## src/rtl/connect4_pkg.sv

```systemverilog
`default_nettype none
// ============================================================================
// Module      : connect4_pkg
// Description : Shared constants for the Connect-4 move controller: board
//               dimensions, winner encodings, controller state encodings and
//               a helper mapping the side to move onto its winner code.
// Revision    : 1.0 - initial release
// ============================================================================
package connect4_pkg;

    // Board dimensions
    localparam int COLS = 7;
    localparam int ROWS = 6;

    // Winner encodings
    localparam logic [1:0] WIN_NONE = 2'd0;
    localparam logic [1:0] WIN_P1   = 2'd1;
    localparam logic [1:0] WIN_P2   = 2'd2;
    localparam logic [1:0] WIN_DRAW = 2'd3;

    // Controller states
    localparam logic [1:0] ST_IDLE      = 2'd0;
    localparam logic [1:0] ST_WRITE     = 2'd1;
    localparam logic [1:0] ST_CHECK     = 2'd2;
    localparam logic [1:0] ST_GAME_OVER = 2'd3;

    // Winner code for the side that just moved (0 = P1, 1 = P2)
    function automatic logic [1:0] winner_code(input logic side);
        return side ? WIN_P2 : WIN_P1;
    endfunction

endpackage
`default_nettype wire

```

## src/rtl/connect4_col_heights.sv

```systemverilog
`default_nettype none
// ============================================================================
// Module      : connect4_col_heights
// Description : Per-column fill heights of the Connect-4 board. One height
//               register per column, a single read port and an increment
//               strobe. A column that is already full never increments.
// Ports       : clk       - system clock
//               reset     - asynchronous active-high reset, clears all heights
//               clear     - synchronous clear of all heights (new game)
//               inc       - increment strobe for column inc_col
//               inc_col   - column to increment
//               rd_col    - column to read
//               rd_height - height of rd_col (0 for an out-of-range column)
//               rd_full   - rd_col holds ROWS pieces
// Revision    : 1.0 - initial release
// ============================================================================
module connect4_col_heights #(
    parameter int COLS  = 7,
    parameter int ROWS  = 6,
    parameter int COL_W = 3,
    parameter int ROW_W = 3
) (
    input  logic             clk,
    input  logic             reset,
    input  logic             clear,
    input  logic             inc,
    input  logic [COL_W-1:0] inc_col,
    input  logic [COL_W-1:0] rd_col,
    output logic [ROW_W-1:0] rd_height,
    output logic             rd_full
);

    localparam logic [ROW_W-1:0] c_FULL = ROW_W'(ROWS);

    logic [ROW_W-1:0] r_height [COLS];

    generate
        for (genvar g = 0; g < COLS; g++) begin : g_col
            always_ff @(posedge clk or posedge reset) begin
                if (reset) begin
                    r_height[g] <= '0;
                end else if (clear) begin
                    r_height[g] <= '0;
                end else if (inc && (inc_col == COL_W'(g)) && (r_height[g] != c_FULL)) begin
                    r_height[g] <= r_height[g] + 1'b1;
                end
            end
        end
    endgenerate

    // Read mux; column codes beyond COLS-1 read as empty
    always_comb begin
        rd_height = '0;
        for (int i = 0; i < COLS; i++) begin
            if (rd_col == COL_W'(i)) begin
                rd_height = r_height[i];
            end
        end
    end

    assign rd_full = (rd_height == c_FULL);

endmodule
`default_nettype wire

```

## src/rtl/connect4_move_ctrl.sv

```systemverilog
`default_nettype none
// ============================================================================
// Module      : connect4_move_ctrl
// Description : Connect-4 move controller. Turns debounced button pulses into
//               cursor moves and piece drops, issues one board write per
//               legal drop over a valid/ready handshake, then waits for the
//               win checker before passing the turn.
// Ports       : clk, reset             - clock, async active-high reset
//               btn_left/right/drop/new - one-cycle debounced button pulses
//               cursor_col, player      - cursor column, side to move
//               wr_valid/col/row/player - board write request (wr_ready in)
//               chk_done, chk_win       - win-check verdict for last write
//               reject                  - pulse: drop into a full column
//               new_game                - pulse: downstream clears the board
//               game_over, winner       - end-of-game status
// Revision    : 1.0 - initial release
// ============================================================================
module connect4_move_ctrl
    import connect4_pkg::*;
#(
    parameter int COLS      = connect4_pkg::COLS,
    parameter int ROWS      = connect4_pkg::ROWS,
    parameter int COL_W     = 3,
    parameter int ROW_W     = 3,
    parameter int START_COL = 3
) (
    input  logic             clk,
    input  logic             reset,
    input  logic             btn_left,
    input  logic             btn_right,
    input  logic             btn_drop,
    input  logic             btn_new,
    output logic [COL_W-1:0] cursor_col,
    output logic             player,
    output logic             wr_valid,
    output logic [COL_W-1:0] wr_col,
    output logic [ROW_W-1:0] wr_row,
    output logic             wr_player,
    input  logic             wr_ready,
    input  logic             chk_done,
    input  logic             chk_win,
    output logic             reject,
    output logic             new_game,
    output logic             game_over,
    output logic [1:0]       winner
);

    localparam logic [COL_W-1:0] c_START    = COL_W'(START_COL);
    localparam logic [COL_W-1:0] c_LAST_COL = COL_W'(COLS - 1);
    localparam logic [5:0]       c_CELLS    = 6'(COLS * ROWS);

    logic [1:0]       r_state;
    logic [COL_W-1:0] r_cursor;
    logic             r_player;
    logic             r_wr_valid;
    logic [COL_W-1:0] r_wr_col;
    logic [ROW_W-1:0] r_wr_row;
    logic             r_wr_player;
    logic [5:0]       r_move_cnt;
    logic             r_reject;
    logic             r_new_game;
    logic [1:0]       r_winner;

    logic             w_accept;
    logic [ROW_W-1:0] w_height;
    logic             w_full;

    // A write completes only while WRITE holds the request
    assign w_accept = (r_state == ST_WRITE) && r_wr_valid && wr_ready;

    connect4_col_heights #(
        .COLS  (COLS),
        .ROWS  (ROWS),
        .COL_W (COL_W),
        .ROW_W (ROW_W)
    ) u_heights (
        .clk       (clk),
        .reset     (reset),
        .clear     (btn_new),
        .inc       (w_accept),
        .inc_col   (r_wr_col),
        .rd_col    (r_cursor),
        .rd_height (w_height),
        .rd_full   (w_full)
    );

    always_ff @(posedge clk or posedge reset) begin
        if (reset) begin
            r_state     <= ST_IDLE;
            r_cursor    <= c_START;
            r_player    <= 1'b0;
            r_wr_valid  <= 1'b0;
            r_wr_col    <= '0;
            r_wr_row    <= '0;
            r_wr_player <= 1'b0;
            r_move_cnt  <= '0;
            r_reject    <= 1'b0;
            r_new_game  <= 1'b0;
            r_winner    <= WIN_NONE;
        end else begin
            r_reject   <= 1'b0;
            r_new_game <= 1'b0;
            if (btn_new) begin
                // New game overrides everything, including a pending write
                r_state     <= ST_IDLE;
                r_cursor    <= c_START;
                r_player    <= 1'b0;
                r_wr_valid  <= 1'b0;
                r_wr_col    <= '0;
                r_wr_row    <= '0;
                r_wr_player <= 1'b0;
                r_move_cnt  <= '0;
                r_winner    <= WIN_NONE;
                r_new_game  <= 1'b1;
            end else begin
                case (r_state)
                    ST_IDLE: begin
                        if (btn_drop) begin
                            if (w_full) begin
                                r_reject <= 1'b1;
                            end else begin
                                r_wr_col    <= r_cursor;
                                r_wr_row    <= w_height;
                                r_wr_player <= r_player;
                                r_wr_valid  <= 1'b1;
                                r_state     <= ST_WRITE;
                            end
                        end else if (btn_left && !btn_right) begin
                            r_cursor <= (r_cursor == '0) ? c_LAST_COL : r_cursor - 1'b1;
                        end else if (btn_right && !btn_left) begin
                            r_cursor <= (r_cursor == c_LAST_COL) ? '0 : r_cursor + 1'b1;
                        end
                    end
                    ST_WRITE: begin
                        if (w_accept) begin
                            r_wr_valid <= 1'b0;
                            r_move_cnt <= r_move_cnt + 1'b1;
                            r_state    <= ST_CHECK;
                        end
                    end
                    ST_CHECK: begin
                        if (chk_done) begin
                            if (chk_win) begin
                                r_winner <= winner_code(r_player);
                                r_state  <= ST_GAME_OVER;
                            end else if (r_move_cnt == c_CELLS) begin
                                // Board full without a winner
                                r_winner <= WIN_DRAW;
                                r_state  <= ST_GAME_OVER;
                            end else begin
                                r_player <= ~r_player;
                                r_state  <= ST_IDLE;
                            end
                        end
                    end
                    ST_GAME_OVER: begin
                        r_state <= ST_GAME_OVER;
                    end
                    default: begin
                        r_state <= ST_IDLE;
                    end
                endcase
            end
        end
    end

    assign cursor_col = r_cursor;
    assign player     = r_player;
    assign wr_valid   = r_wr_valid;
    assign wr_col     = r_wr_col;
    assign wr_row     = r_wr_row;
    assign wr_player  = r_wr_player;
    assign reject     = r_reject;
    assign new_game   = r_new_game;
    assign game_over  = (r_state == ST_GAME_OVER);
    assign winner     = r_winner;

endmodule
`default_nettype wire

```

## config.mk

```make
export PLATFORM = sky130hd
export DESIGN_NAME = connect4_move_ctrl
export DESIGN_NICKNAME = d
export VERILOG_FILES = /design/src/rtl/connect4_pkg.sv /design/src/rtl/connect4_col_heights.sv /design/src/rtl/connect4_move_ctrl.sv
export SDC_FILE = /design/constraint.sdc
export NUM_CORES = 1
export LEC_CHECK = 0
export ABC_AREA = 1
export BUFFER_PORTS_ARGS = -buffer_cell sky130_fd_sc_hd__buf_4
export CAP_MARGIN = 10
export CELL_PAD_IN_SITES_DETAIL_PLACEMENT = 2
export CELL_PAD_IN_SITES_GLOBAL_PLACEMENT = 2
export CORE_ASPECT_RATIO = 0.9
export CORE_MARGIN = 2
export CORE_UTILIZATION = 35
export DETAILED_ROUTE_END_ITERATION = 10
export HOLD_SLACK_MARGIN = 0.15
export PLACE_DENSITY = 0.87
export SLEW_MARGIN = 20
export SYNTH_ARGS = -nofsm -noshare
export SYNTH_HDL_FRONTEND = slang
export SYNTH_SLANG_ARGS = --single-unit
```

## constraint.sdc

```tcl
create_clock -name clk -period 2.5 [get_ports clk]
set_input_delay 0 -clock clk [delete_from_list [all_inputs] [get_ports clk]]
set_output_delay 0 -clock clk [all_outputs]
set_load 0.005 [all_outputs]
```

; ---- After elaboration in Yosys (flattened, before gate mapping)
; Cells that the tools add are included.
[word_totals]
wordCells = 179
ff_bits = 45
in_bits = 9
out_inout_bits = 17
[classes]
bitwise_logic = 1
n_reduce_logical = 46
n_eq_ne = 32
add_sub_neg = 10
n_mux = 72
[op_table]
columns = cell, count
row1 = $mux 3, 36
row2 = $ne 3x3->1 const B, 10
row3 = $mux 2, 13
row4 = $reduce_bool 2->1, 13
row5 = $add 3x1->3 const B, 8
row6 = $eq 3x3->1 const B, 7
row7 = $logic_and 1x1->1, 18
row8 = $mux 1, 18
row9 = $mux 6, 3
row10 = $eq 3x2->1 const B, 4
row11 = $reduce_and 4->1, 3
row12 = $reduce_and 3->1, 3
row13 = $reduce_bool 3->1, 3
row14 = $pmux 2 s4, 1
row15 = $add 6x1->6 const B, 1
row16 = $eq 3x1->1 const B, 2
row17 = $eq 6x6->1 const B, 1
row18 = $logic_not 3->1, 2
row19 = $ne 2x2->1 const B, 3
row20 = $eq 2x2->1 const B, 2
row21 = $ne 3x2->1 const B, 1
row22 = $sub 3x1->3 const B, 1
row23 = $eq 2x1->1 const B, 1
row24 = $logic_not 1->1, 2
row25 = other kinds (5), 5

; ---- Logic depth before layout (Yosys ltp)
[logic_depth]
word_depth = 13
mapped_depth = 17
depth_no_buf = 16

; ---- Modules after synthesis
; A second synthesis with hierarchy kept.
[hier_totals]
hier_cells = 364
area_unflattened_um2 = 2817.7
[by_module_without_submodules]
columns = module, area_per_inst_um2, seq_area_each_um2, n_inst, cells_per_inst
row1 = connect4_move_ctrl, 1446.4, 603.1, 1, 185
row2 = connect4_col_heights, 1371.3, 525.5, 1, 179

; ---- Worst setup path before layout
; No wires, ideal clock.
[synth_timing]
path_kind = register -> register
start = register r_cursor[1] (netlist: cursor_col[1])
end = register r_wr_col[0] (netlist: wr_col[0])
n_path_buf = 1
setup_time_ns = 0.118
slack_ns = 0.486
required_ns = 2.382
synth_period_minus_slack_ns = 2.014
arrival_time_ns = 1.896
stages_incl_launch_ff = 16
cell_sequence = dfstp_2 -> inv_1 -> ha_1 -> nor2_1 -> nand2_2 -> nand3_2 -> nand2_1 -> nand2_1 -> nand2_1 -> nand2_1 -> nand2_2 -> a21oi_4 -> nand3_4 -> nand2_4 -> buf_12 -> o21ai_2
[synth_between]
elab_chain_cells = 11
word_cells_on_any_way = 17
classes_between = 8 x eq/ne / 7 x mux / 2 x reduce/logical
[synth_rtl]
columns = item, line
row1 = from (decl), connect4_move_ctrl.sv:53  ; logic [COL_W-1:0] r_cursor;
row2 = from (signal assigned), connect4_move_ctrl.sv:90  ; r_cursor <= c_START;
row3 = from (signal assigned), connect4_move_ctrl.sv:106  ; r_cursor <= c_START;
row4 = from (signal assigned), connect4_move_ctrl.sv:129  ; r_cursor <= (r_cursor == '0) ? c_LAST_COL : r_cursor - 1'b1;
row5 = $logic_not 3->1, connect4_col_heights.sv:55  ; if (rd_col == COL_W'(i)) begin
row6 = $mux 3 (6 in a row), connect4_col_heights.sv:55
row7 = $mux 3 (*), connect4_col_heights.sv:55
row8 = $eq 3x3->1 (*), connect4_col_heights.sv:61  ; assign rd_full = (rd_height == c_FULL);
row9 = $ne 2x2->1 (no line) (*), -
row10 = $reduce_and 3->1 (no line) (*), -
row11 = to (signal assigned), connect4_move_ctrl.sv:122  ; r_wr_col <= r_cursor;
row12 = to (decl), connect4_move_ctrl.sv:56  ; logic [COL_W-1:0] r_wr_col;
; Mark *: on every way between the ends. The rest lies on a longest branch, timed or not.
; A chain may end at the register's enable or synchronous reset.

; ---- Worst setup path in the final report
[layout_timing]
start = register r_cursor[0] (netlist: cursor_col[0])
end = register r_wr_row[0] (netlist: wr_row[0])
[layout_between]
elab_chain_cells = 12
word_cells_on_any_way = 21
classes_between = 8 x eq/ne / 11 x mux / 2 x reduce/logical
[layout_rtl]
columns = item, line
row1 = $logic_not 3->1, connect4_col_heights.sv:55
row2 = $mux 3 (6 in a row), connect4_col_heights.sv:55
row3 = $mux 3 (*), connect4_col_heights.sv:55
row4 = branches (longest 4 deep; another with $eq 3x3->1), -
row5 = to (signal assigned), connect4_move_ctrl.sv:123  ; r_wr_row <= w_height;
row6 = to (decl), connect4_move_ctrl.sv:57  ; logic [ROW_W-1:0] r_wr_row;
; Mark *: on every way between the ends. The select of a mux whose other input is x is not followed.

==> key figures <==
GRT
  – Initial antenna violation count: 0
  – Largest net degree at the start of global routing: 46
  – Congestion Overflow GR: 0
  – Global-route wire length before repair: 15200 µm
  – Total GRT Usage: 21.9%
  – Vias in the first global route: 2795

Timing
  – Fin crit share: 91.6%
  – Final-report setup violation count: 0
  – Worst Hold Slack: 0.264 ns
  – Setup Skew: 0.0148 ns
  – RSZ-0062 raised after global routing: false
  – Fin Setup TNS: 0 ns
  – Final WS setup: 0.211 ns
  – Fin crit period: 2.29 ns
  – Slew Limit Headroom: 34.3%
  – Worst slew pin tran: 0.984 ns
  – Hold Vio Cnt, Final: 0
  – Achievable Freq: 0.437 GHz
  – Slew Viols, Final: 0

Clocking
  – # H-tree levels: 2
  – Root Buffer: clkbuf_8
  – TritonCTS Buffers: 5
  – Clk buf depth: 2
  – Clk pin slew, worst setup/hold paths: 0.10 ns
  – Clk Latency, worst-skew pair: 0.31 ns
  – CTS tree: done
  – Sink Count: 45

Place
  – Area after DPL: 0.00313 mm²
  – Gpl congestion: 0.813
  – Pre-CTS setup slack: 0.165 ns
  – PortBufs: 25
  – Hpwl dp: 6300 µm

Drt
  – Iteration-0 DRC Markers: 90
  – Vias per cell: 5.28
  – DR WL/cell: 19.4 µm
  – DRC errors left: 0
  – Via count: 2592
  – First-pass iteration count of the detailed router: 4
  – DRT Wirelength: 9510 µm
  – DRT antenna net count: 0

Setup path
  – WP data arrival: 2.53 ns
  – Critical Path Start: cursor_col[0]$_DFFE_PP1P_
  – Worst endpoint required time: 2.74 ns
  – Largest fanout on the critical path: 13
  – FF-to-FF Start: cursor_col[0]$_DFFE_PP1P_
  – CP startpoint kind: flop
  – CP Capture Type: flop
  – Kind of critical path: reg2reg

Yosys
  – Area of the mapped netlist: 0.00285 mm²
  – Mapped Cells: 356
  – Ys async rst share: 100%
  – Synth unique cells: 36
  – Syn_nets: 387
  – Syn Area/Cell: 8.01 µm²
  – Number of flops mapped to enable cells by yosys: 0
  – Post-synthesis sequential area ratio: 39.6%
  – Synth warn: 0
  – Predominant post-synthesis flop cell: dfrtp_1
  – FF+latch count, synth: 45

Layout
  – Share of layout cells above drive strength 1: 16.8%
  – Layout area overhead: 16.2%
  – Commonest non-fill, non-tap cell in the layout: nand2_1
  – Fill cells: 921
  – Final nets: 422
  – # diodes: 0
  – Most frequent cells in the layout: 69 x nand2_1, 55 x inv_1, 43 x dfrtp_1
  – Sequential cell area: 0.00113 mm²
  – Area of the multi-input gates: 0.00147 mm²
  – Final Instance Area: 0.00331 mm²

Die
  – Initial Util: 35.7%
  – DIE HEIGHT: 89.6 µm
  – Cell row count: 31
  – Die ar.: 0.00889 mm²
  – IO Pins: 26
  – Core box area: 0.00799 mm²
  – Die width: 99.1 µm

Run
  – MaxCap Viol Count: 0

Power and ir drop
  – Power Density: 601 mW/mm²
  – Max IR drop VDD: 0.207 mV
  – Leakage power: 1.69 nW

Worst hold path
  – Hold Path Class: in2reg
  – Worst hold start: btn_left

Status
  – Status: finished clean
worst max-delay path, cell delays in order (launching register included):
cell	delay, ns
dfstp_2	0.59
inv_1	0.10
ha_1	0.29
nand2_1	0.17
inv_1	0.13
a21oi_1	0.17
nand2_2	0.11
a21oi_4	0.17
nand3_4	0.13
nand2_8	0.17
nand2_1	0.11
o21ai_2	0.07
state kept, by name, indices dropped and copies added, names as in the netlist:
register	count
cursor_col	3
wr_valid	1
wr_row	3
wr_col	3
winner	2
u_heights.r_height	21
r_state	2
player	1
wr_player	1
new_game	1
r_move_cnt	6
reject	1
stage by stage:
stage               std cells  utilization (%)  total power (W)
global placement          475             39.1          0.00144
CTS                       491             41.2          0.00197
detailed placement        475             39.1          0.00147
finish                    491             41.5          0.00199
global route              491             41.5          0.00211
floorplan                 356                -          0.00126
cell type report:
| cell class | instances | area share (%) |
|---|---|---|
| clock buffer | 6 | 2.19 |
| inverter | 58 | 6.72 |
| sequential | 45 | 34.1 |
| clock inverter | 2 | 0.453 |
| tap | 99 | 3.74 |
| multi-input combinational | 246 | 44.3 |
| timing repair buffer | 35 | 8.53 |
routing by layer:
metal  wire length, µm  track usage, %
met4                94            4.36
met1              4410            29.2
met3               202            2.40
met2              4800            39.1
met5                 0               0
final timing paths:
path / endpoint / slack [ns] / depth (start not counted)
setup reg to reg: wr_row[0]$_DFFE_PP0P_ / 0.21 / 11
hold reg to reg: u_heights.r_height[6]$_DFFE_PP0P_ / 0.51 / 1
hold / removal: cursor_col[0]$_DFFE_PP1P_ / 0.26 / 7
setup / recovery: wr_row[0]$_DFFE_PP0P_ / 0.21 / 11
max in group asynchronous: u_heights.r_height[13]$_DFFE_PP0P_ / 1.38 / 3
min in group asynchronous: wr_col[1]$_DFFE_PP0P_ / 0.49 / 3
cells in the mapped netlist (2+ instances only):
library cell  number  area (µm²)
a211oi_1           6        45.0
a21oi_1           24         120
a31oi_1            2        12.5
and3_1             2        12.5
clkbuf_1           5        18.8
dfrtp_1           43        1080
dfstp_2            2        52.6
ha_1              22         275
inv_1             56         210
nand2_1           69         259
nand2_2            4        25.0
nand2_4            6        67.6
nand3_1           14        70.1
nand3_2            4        40.0
nand4_1            7        43.8
nor2_1            30         113
nor3_1             7        35.0
o21a_1             2        15.0
o21ai_0           26         130
o21ai_1            2        10.0
o21ai_2            6        52.6
o31ai_1            3        22.5
report_power, final:
| part | leakage [nW] | internal [W] | switching, W |
|---|---|---|---|
| combinational | 1.04 | 0.000226 | 0.000408 |
| sequential | 0.611 | 0.000787 | 0.0000904 |
| clock | 0.0374 | 0.000198 | 0.000282 |
cell families (layout without fill, tap and decap cells):
kind of cell	Yosys count	after routing	share of synthesized area, %
compound gates	75	75	15.7
fa+ha+maj	22	22	9.65
flops	45	45	39.6
simple gates	148	148	25.2
buf+inv	65	101	9.57
xor+xnor	1	1	0.307
repair_timing:
item,CTS,global route
resized for setup,0,3
buffers inserted,0,0
endpoints found under the hold margin,62,0
endpoints found under the setup margin,0,9
hold buffers,8,0
No activity file was read; power rests on OpenSTA's default activity.
